[config.mk]
export PLATFORM = sky130hd
export DESIGN_NAME = clint_smp_flat
export DESIGN_NICKNAME = d
export VERILOG_FILES = /design/src/rtl/clint_pkg.sv /design/src/rtl/clint_smp_if.sv /design/src/rtl/clint_prescaler.sv /design/src/rtl/clint_smp.sv /design/src/flat_wrapper.sv
export SDC_FILE = /design/constraint.sdc
export NUM_CORES = 1
export LEC_CHECK = 0
export CORE_MARGIN = 5
export CORE_UTILIZATION = 55
export DETAILED_ROUTE_END_ITERATION = 8
export HOLD_SLACK_MARGIN = 0.15
export PLACE_DENSITY = 0.77
export SKIP_LAST_GASP = 1
export SLEW_MARGIN = 5
export SYNTH_ARGS = -nofsm -noshare
export SYNTH_HDL_FRONTEND = slang
export SYNTH_SLANG_ARGS = --single-unit
[constraint.sdc]
create_clock -name CLK -period 6.2 [get_ports CLK]
set_input_delay 0.62 -clock CLK [delete_from_list [all_inputs] [get_ports CLK]]
set_output_delay 0.62 -clock CLK [all_outputs]
set_load 0.01 [all_outputs]
[src/rtl/clint_pkg.sv]
`default_nettype none
// ============================================================================
// Module   : clint_pkg
// Brief    : CLINT register offsets, address decode and byte-merge helpers.
// Revision : 1.0 - initial release
// ============================================================================
package clint_pkg;

    localparam logic [15:0] MSIP_BASE     = 16'h0000;
    localparam logic [15:0] MTIMECMP_BASE = 16'h4000;
    localparam logic [15:0] MTIME_LO      = 16'hBFF8;
    localparam logic [15:0] MTIME_HI      = 16'hBFFC;

    typedef enum logic [1:0] {
        KIND_NONE     = 2'd0,
        KIND_MSIP     = 2'd1,
        KIND_MTIMECMP = 2'd2,
        KIND_MTIME    = 2'd3
    } reg_kind_t;

    typedef struct packed {
        reg_kind_t   kind;
        logic [13:0] hart;
        logic        hi;
    } reg_dec_t;

    // Takes the word index (byte offset bits [15:2]); out-of-range harts decode to KIND_NONE.
    function automatic reg_dec_t decode_addr(input logic [13:0] word_idx, input int n_harts);
        logic [15:0] word;
        logic [15:0] msip_off;
        logic [15:0] cmp_off;
        reg_dec_t    dec;
        word     = {word_idx, 2'b00};
        msip_off = word - MSIP_BASE;
        cmp_off  = word - MTIMECMP_BASE;
        dec.kind = KIND_NONE;
        dec.hart = '0;
        dec.hi   = 1'b0;
        if (word == MTIME_LO || word == MTIME_HI) begin
            dec.kind = KIND_MTIME;
            dec.hi   = word[2];
        end else if (word < MTIMECMP_BASE) begin
            dec.kind = KIND_MSIP;
            dec.hart = msip_off[15:2];
        end else begin
            dec.kind = KIND_MTIMECMP;
            dec.hart = {1'b0, cmp_off[15:3]};
            dec.hi   = cmp_off[2];
        end
        if (dec.kind != KIND_MTIME && {18'd0, dec.hart} >= 32'(n_harts)) begin
            dec.kind = KIND_NONE;
        end
        return dec;
    endfunction

    function automatic logic [31:0] merge_be(input logic [31:0] old_word,
                                             input logic [31:0] wdata,
                                             input logic [3:0]  be);
        logic [31:0] res;
        res = old_word;
        for (int b = 0; b < 4; b++) begin
            if (be[b]) begin
                res[8*b +: 8] = wdata[8*b +: 8];
            end
        end
        return res;
    endfunction

endpackage
`default_nettype wire

[src/rtl/clint_smp_if.sv]
`default_nettype none
// ============================================================================
// Module   : clint_smp_if
// Brief    : Word-wide CLINT register port (interconnect side is master).
// Revision : 1.0 - initial release
// ============================================================================
interface clint_smp_if;

    logic        w_re;
    logic        w_we;
    logic [15:0] w_addr;
    logic [31:0] w_wdata;
    logic [3:0]  w_be;
    logic [31:0] r_rdata;
    logic        r_rvalid;

    modport master (
        output w_re, w_we, w_addr, w_wdata, w_be,
        input  r_rdata, r_rvalid
    );

    modport slave (
        input  w_re, w_we, w_addr, w_wdata, w_be,
        output r_rdata, r_rvalid
    );

endinterface
`default_nettype wire

[src/rtl/clint_prescaler.sv]
`default_nettype none
// ============================================================================
// Module   : clint_prescaler
// Brief    : Counts 0..TICK_DIV-1 and flags the wrap cycle as the mtime tick.
// Revision : 1.0 - initial release
// ============================================================================
module clint_prescaler #(
    parameter int TICK_DIV = 1
) (
    input  wire  CLK,
    input  wire  RST,
    input  wire  i_clr,
    output logic o_tick
);

    localparam logic [15:0] c_LAST = 16'(TICK_DIV - 1);

    logic [15:0] r_cnt;

    assign o_tick = (r_cnt == c_LAST);

    always_ff @(posedge CLK) begin
        if (RST || i_clr) begin
            r_cnt <= '0;
        end else if (o_tick) begin
            r_cnt <= '0;
        end else begin
            r_cnt <= r_cnt + 16'd1;
        end
    end

endmodule
`default_nettype wire

[src/rtl/clint_smp.sv]
`default_nettype none
// ============================================================================
// Module   : clint_smp
// Brief    : Core-local interruptor: shared mtime, per-hart mtimecmp and msip.
// Build    : define CLINT_CMP_ATOMIC_EN for shadowed mtimecmp low-word writes
// Revision : 1.0 - initial release
// ============================================================================
module clint_smp
    import clint_pkg::*;
#(
    parameter int N_HARTS  = 2,
    parameter int TICK_DIV = 1
) (
    input  wire                 CLK,
    input  wire                 RST,
    clint_smp_if.slave          bus,
    output logic [63:0]         w_mtime,
    output logic [N_HARTS-1:0]  r_mtip,
    output logic [N_HARTS-1:0]  w_msip
);

    reg_dec_t           w_dec;
    logic               w_mtime_wr;
    logic               w_tick;
    logic               w_unused;
    logic [31:0]        w_rd_word;
    logic [31:0]        w_cmp_lo [N_HARTS];
    logic [63:0]        r_mtime;
    logic [63:0]        r_mtimecmp [N_HARTS];
    logic [N_HARTS-1:0] r_msip;
`ifdef CLINT_CMP_ATOMIC_EN
    logic [31:0]        r_shadow [N_HARTS];
    logic [N_HARTS-1:0] r_pending;
`endif

    assign w_dec      = decode_addr(bus.w_addr[15:2], N_HARTS);
    assign w_mtime_wr = bus.w_we && (w_dec.kind == KIND_MTIME);
    assign w_unused   = ^bus.w_addr[1:0];
    assign w_mtime    = r_mtime;
    assign w_msip     = r_msip;

    clint_prescaler #(
        .TICK_DIV (TICK_DIV)
    ) u_prescaler (
        .CLK    (CLK),
        .RST    (RST),
        .i_clr  (w_mtime_wr),
        .o_tick (w_tick)
    );

    // Software-visible low word: a pending shadow hides the committed value.
    for (genvar g = 0; g < N_HARTS; g++) begin : g_lo_view
`ifdef CLINT_CMP_ATOMIC_EN
        assign w_cmp_lo[g] = r_pending[g] ? r_shadow[g] : r_mtimecmp[g][31:0];
`else
        assign w_cmp_lo[g] = r_mtimecmp[g][31:0];
`endif
    end

    always_comb begin
        w_rd_word = '0;
        case (w_dec.kind)
            KIND_MSIP: begin
                for (int i = 0; i < N_HARTS; i++) begin
                    if (w_dec.hart == 14'(i)) w_rd_word = {31'd0, r_msip[i]};
                end
            end
            KIND_MTIMECMP: begin
                for (int i = 0; i < N_HARTS; i++) begin
                    if (w_dec.hart == 14'(i)) begin
                        w_rd_word = w_dec.hi ? r_mtimecmp[i][63:32] : w_cmp_lo[i];
                    end
                end
            end
            KIND_MTIME: w_rd_word = w_dec.hi ? r_mtime[63:32] : r_mtime[31:0];
            default:    w_rd_word = '0;
        endcase
    end

    // A software write to mtime takes priority over that cycle's tick.
    always_ff @(posedge CLK) begin
        if (RST) begin
            r_mtime <= '0;
        end else if (w_mtime_wr) begin
            if (w_dec.hi) r_mtime[63:32] <= merge_be(r_mtime[63:32], bus.w_wdata, bus.w_be);
            else          r_mtime[31:0]  <= merge_be(r_mtime[31:0], bus.w_wdata, bus.w_be);
        end else if (w_tick) begin
            r_mtime <= r_mtime + 64'd1;
        end
    end

    always_ff @(posedge CLK) begin
        if (RST) begin
            r_msip <= '0;
            r_mtip <= '0;
            for (int i = 0; i < N_HARTS; i++) begin
                r_mtimecmp[i] <= '1;
`ifdef CLINT_CMP_ATOMIC_EN
                r_shadow[i]   <= '0;
`endif
            end
`ifdef CLINT_CMP_ATOMIC_EN
            r_pending <= '0;
`endif
        end else begin
            for (int i = 0; i < N_HARTS; i++) begin
                r_mtip[i] <= (r_mtime >= r_mtimecmp[i]);
                if (bus.w_we && w_dec.hart == 14'(i)) begin
                    if (w_dec.kind == KIND_MSIP && bus.w_be[0]) begin
                        r_msip[i] <= bus.w_wdata[0];
                    end
                    if (w_dec.kind == KIND_MTIMECMP) begin
`ifdef CLINT_CMP_ATOMIC_EN
                        if (w_dec.hi) begin
                            r_mtimecmp[i] <= {merge_be(r_mtimecmp[i][63:32], bus.w_wdata, bus.w_be),
                                              w_cmp_lo[i]};
                            r_pending[i]  <= 1'b0;
                        end else begin
                            r_shadow[i]   <= merge_be(w_cmp_lo[i], bus.w_wdata, bus.w_be);
                            r_pending[i]  <= 1'b1;
                        end
`else
                        if (w_dec.hi) begin
                            r_mtimecmp[i][63:32] <= merge_be(r_mtimecmp[i][63:32], bus.w_wdata, bus.w_be);
                        end else begin
                            r_mtimecmp[i][31:0]  <= merge_be(w_cmp_lo[i], bus.w_wdata, bus.w_be);
                        end
`endif
                    end
                end
            end
        end
    end

    always_ff @(posedge CLK) begin
        if (RST) begin
            bus.r_rvalid <= 1'b0;
            bus.r_rdata  <= '0;
        end else begin
            bus.r_rvalid <= bus.w_re;
            if (bus.w_re) bus.r_rdata <= w_rd_word;
        end
    end

endmodule
`default_nettype wire

[src/flat_wrapper.sv]
// flat-port wrapper written by rule: the top's interface ports become plain ports
module clint_smp_flat import clint_pkg::*;
#(
    parameter int N_HARTS  = 2,
    parameter int TICK_DIV = 1
)
  (CLK, RST, w_mtime, r_mtip, w_msip, bus_w_re, bus_w_we, bus_w_addr, bus_w_wdata, bus_w_be, bus_r_rdata, bus_r_rvalid);
  clint_smp_if bus_i ();
  input  wire CLK;
  input  wire RST;
  output logic [63:0] w_mtime;
  output logic [N_HARTS-1:0] r_mtip;
  output logic [N_HARTS-1:0] w_msip;
  input wire logic [$bits(bus_i.w_re)-1:0] bus_w_re;
  input wire logic [$bits(bus_i.w_we)-1:0] bus_w_we;
  input wire logic [$bits(bus_i.w_addr)-1:0] bus_w_addr;
  input wire logic [$bits(bus_i.w_wdata)-1:0] bus_w_wdata;
  input wire logic [$bits(bus_i.w_be)-1:0] bus_w_be;
  output wire logic [$bits(bus_i.r_rdata)-1:0] bus_r_rdata;
  output wire logic [$bits(bus_i.r_rvalid)-1:0] bus_r_rvalid;
  assign bus_i.w_re = bus_w_re;
  assign bus_i.w_we = bus_w_we;
  assign bus_i.w_addr = bus_w_addr;
  assign bus_i.w_wdata = bus_w_wdata;
  assign bus_i.w_be = bus_w_be;
  assign bus_r_rdata = bus_i.r_rdata;
  assign bus_r_rvalid = bus_i.r_rvalid;
  clint_smp #(.N_HARTS(N_HARTS), .TICK_DIV(TICK_DIV)) u_core (.CLK(CLK), .RST(RST), .bus(bus_i), .w_mtime(w_mtime), .r_mtip(r_mtip), .w_msip(w_msip));
endmodule
==> metrics <==
DP Wirelength 36.6 mm; worst-skew pair later-pin latency 550 ps; Reg-to-Reg Start u_core.w_mtime[24]; CTS clock-pin slew for the worst setup and hold paths 60 ps; final hold slack 486 ps; CTS H-Tree Depth 1; hold_buf cts 0; register area share after synthesis 0.401; placed cell count 2,326; CP max stage cell nor2_1; Worst Max-Slew Pin Slew 1270 ps; Syn Area/Cell 8.22 um^2; most common cell after layout, fill and taps aside nand2_1; startpoint types input port; first-pass GRT wire length 79.6 mm; crit-path leading delay family simple AND/OR/NAND/NOR gates; # clock sinks 245; CORE AREA 0.0278 mm^2; Post-Layout Cell Count 2,375; Slew HR 0.146; DIE WIDTH 178 um; power share of the clock group 0.436; clock skew 28.4 ps; Post-CTS Setup Repair Bufs 0; Min-Delay Path Class flop to flop; Cells after Synth 1,878; IO Pins 157; largest net degree at the start of global routing 82; Hold Vio Cnt, Final 0; f_max 249 MHz; crit share post-route 0.649; vias per cell 6.40; share of cells above drive strength 1 0.0436; Mapped Area 0.0154 mm^2; antenna violations before repair 0; cts repair resizes 0; Area contributors post-synth edfxtp_1, dfxtp_1, ha_1; die height 178 um; First DRT Iteration DRCs 2,064; synth warn 0; Critical Path Max Stage Delay 920 ps; critical path fanouts, max 34; RSZ-0062 raised after global routing no; number of synthesized flops with an enable pin 128; critical path type input port to flop; asr flop ratio synth 0; hold wc startpoint u_core.bus.r_rdata[1]; TritonCTS buffer count 27; top cell type by total area after synthesis edfxtp_1; DRC errors left 0; max-slew violations 0; Final setup violation count 0; final net count 2,164; Primary FF master, synth edfxtp_1; routability cong. 1.03; Worst EP arrival 4180 ps; drt total wl 51.8 mm; num rows 61; Die ar. 0.0315 mm^2; Final WS setup 2180 ps; CTS tree done; maxcap violations 0; Sw Share 0.239; crit path time final 4020 ps; area grow syn2layout 17.2%; vias in the first global route 14,300; IO buf count 154; status finished, final reports clean; Gate power share 0.083; Psw 0.880 mW; initial core utilization 0.556; DRT antenna net count 0; most frequent cells in the layout nand2_1, a21oi_1, nor2_1; Post-Syn Nets 2,065; PD cells 203 mW/mm^2; clock root buffer clkbuf_16; Total GRT Usage 0.321; CP startpoint bus_w_addr[3]; VDD IR-drop max 0.168 mV; ANT cells 0; register bit count reported by yosys 245; post-synth top area share 0.249; Internal 2.80 mW; fill cell count 2,387; crit path capture type flop; CP Buf/Inv Count 1; WL/cell 21.8 um; post-synth cell types 79; clk buf depth 3; CP Data Required Time 6350 ps; Sequential Power Share 0.482; DP Worst Slack 1730 ps; CP Cell Sequence clkdlybuf4s50_1 > nand4_1 > nor4_1 > o21a_2 > a21oi_1 > nor2_1; Setup Total Neg Slack 0 ps; vias after detailed routing 15,200; drt pass-1 iters 5; leakage 7.36 nW; Overall Power 3.68 mW; remaining global-route overflow 0
## path summary, 6_finish.rpt
check / depth (start not counted) / slack [ps] / end
worst max-delay path: 6 / 2180 / u_core.r_mtimecmp[0][59]
worst min-delay path: 2 / 490 / u_core.bus.r_rdata[1]
worst max register to register: 6 / 2800 / u_core.w_mtime[46]
worst min register to register: 2 / 490 / u_core.bus.r_rdata[1]
## cells in the mapped netlist, types with 13 or more instances
library cell	n
a211oi_1	28
a21o_1	23
a21oi_1	169
a22oi_1	31
a31oi_1	14
and3_1	26
and4_1	16
clkbuf_1	83
dfxtp_1	117
edfxtp_1	128
ha_1	131
inv_1	143
nand2_1	315
nand2b_1	38
nand3_1	43
nand4_1	34
nor2_1	160
nor3_1	24
nor4_1	23
o21ai_0	146
o31ai_1	13
## metal layers
layer | wire length [um] | GRT usage | part of all wire | vias up
met5 | 0 | 0 | 0 | -
met4 | 2060 | 0.127 | 0.040 | 0
met3 | 6160 | 0.0805 | 0.12 | 149
met2 | 23300 | 0.506 | 0.45 | 1018
met1 | 20300 | 0.425 | 0.39 | 7083
li1 | - | - | - | 6946
## cell families (layout without fill, tap and decap cells)
family,Yosys count,count (layout),share of synthesized area
muxes,7,7,0.00551
xor gates and xnor gates,14,14,0.00794
DFF,245,245,0.401
AOI/OAI and AO/OA,511,511,0.201
adders and majority gates,131,131,0.106
buffers and inverters,244,363,0.0608
and+or+nand+nor,726,726,0.218
## registers in the layout, summed over array words and instances, names as in the netlist
register,count
u_core.r_mtimecmp,128
u_core.bus.r_rdata,32
u_core.w_mtime,64
u_core.w_msip,2
u_core.u_prescaler.r_cnt,16
u_core.r_mtip,2
u_core.bus.r_rvalid,1
## power groups by stage
stage | combinational [mW] | sequential [mW] | clock, mW
after floorplan | 0.171 | 1.80 | 0
after global placement | 0.288 | 1.81 | 0
after detailed placement | 0.295 | 1.81 | 0
after CTS | 0.298 | 1.77 | 1.61
after global routing | 0.333 | 1.78 | 1.69
final | 0.304 | 1.77 | 1.61
## through the flow
| step | util | area [um^2] |
|---|---|---|
| 2_1_floorplan | - | 15400 |
| 3_3_place_gp | 0.620 | 17200 |
| 3_5_place_dp | 0.620 | 17200 |
| 4_1_cts | 0.652 | 18100 |
| 5_1_grt | 0.652 | 18100 |
| 6_report | 0.652 | 18100 |
## final cells by class
class                   count  area (um^2)  area share
clock buffers              41          788      0.0435
clock inverters             8         87.6     0.00484
inverters                 143          537      0.0296
multi-input cells        1389         8370       0.462
flip-flops and latches    245         6190       0.342
well taps                 378          473      0.0261
repair buffers            171         1660      0.0919
## worst reg2reg max path: stages (launching register included)
cell,delay (ps)
dfxtp_1,630
and3_1,430
and3_1,510
nand4_1,750
or4_1,750
o21ai_0,90
a211oi_1,90
No activity file was read; power rests on OpenSTA's default activity.
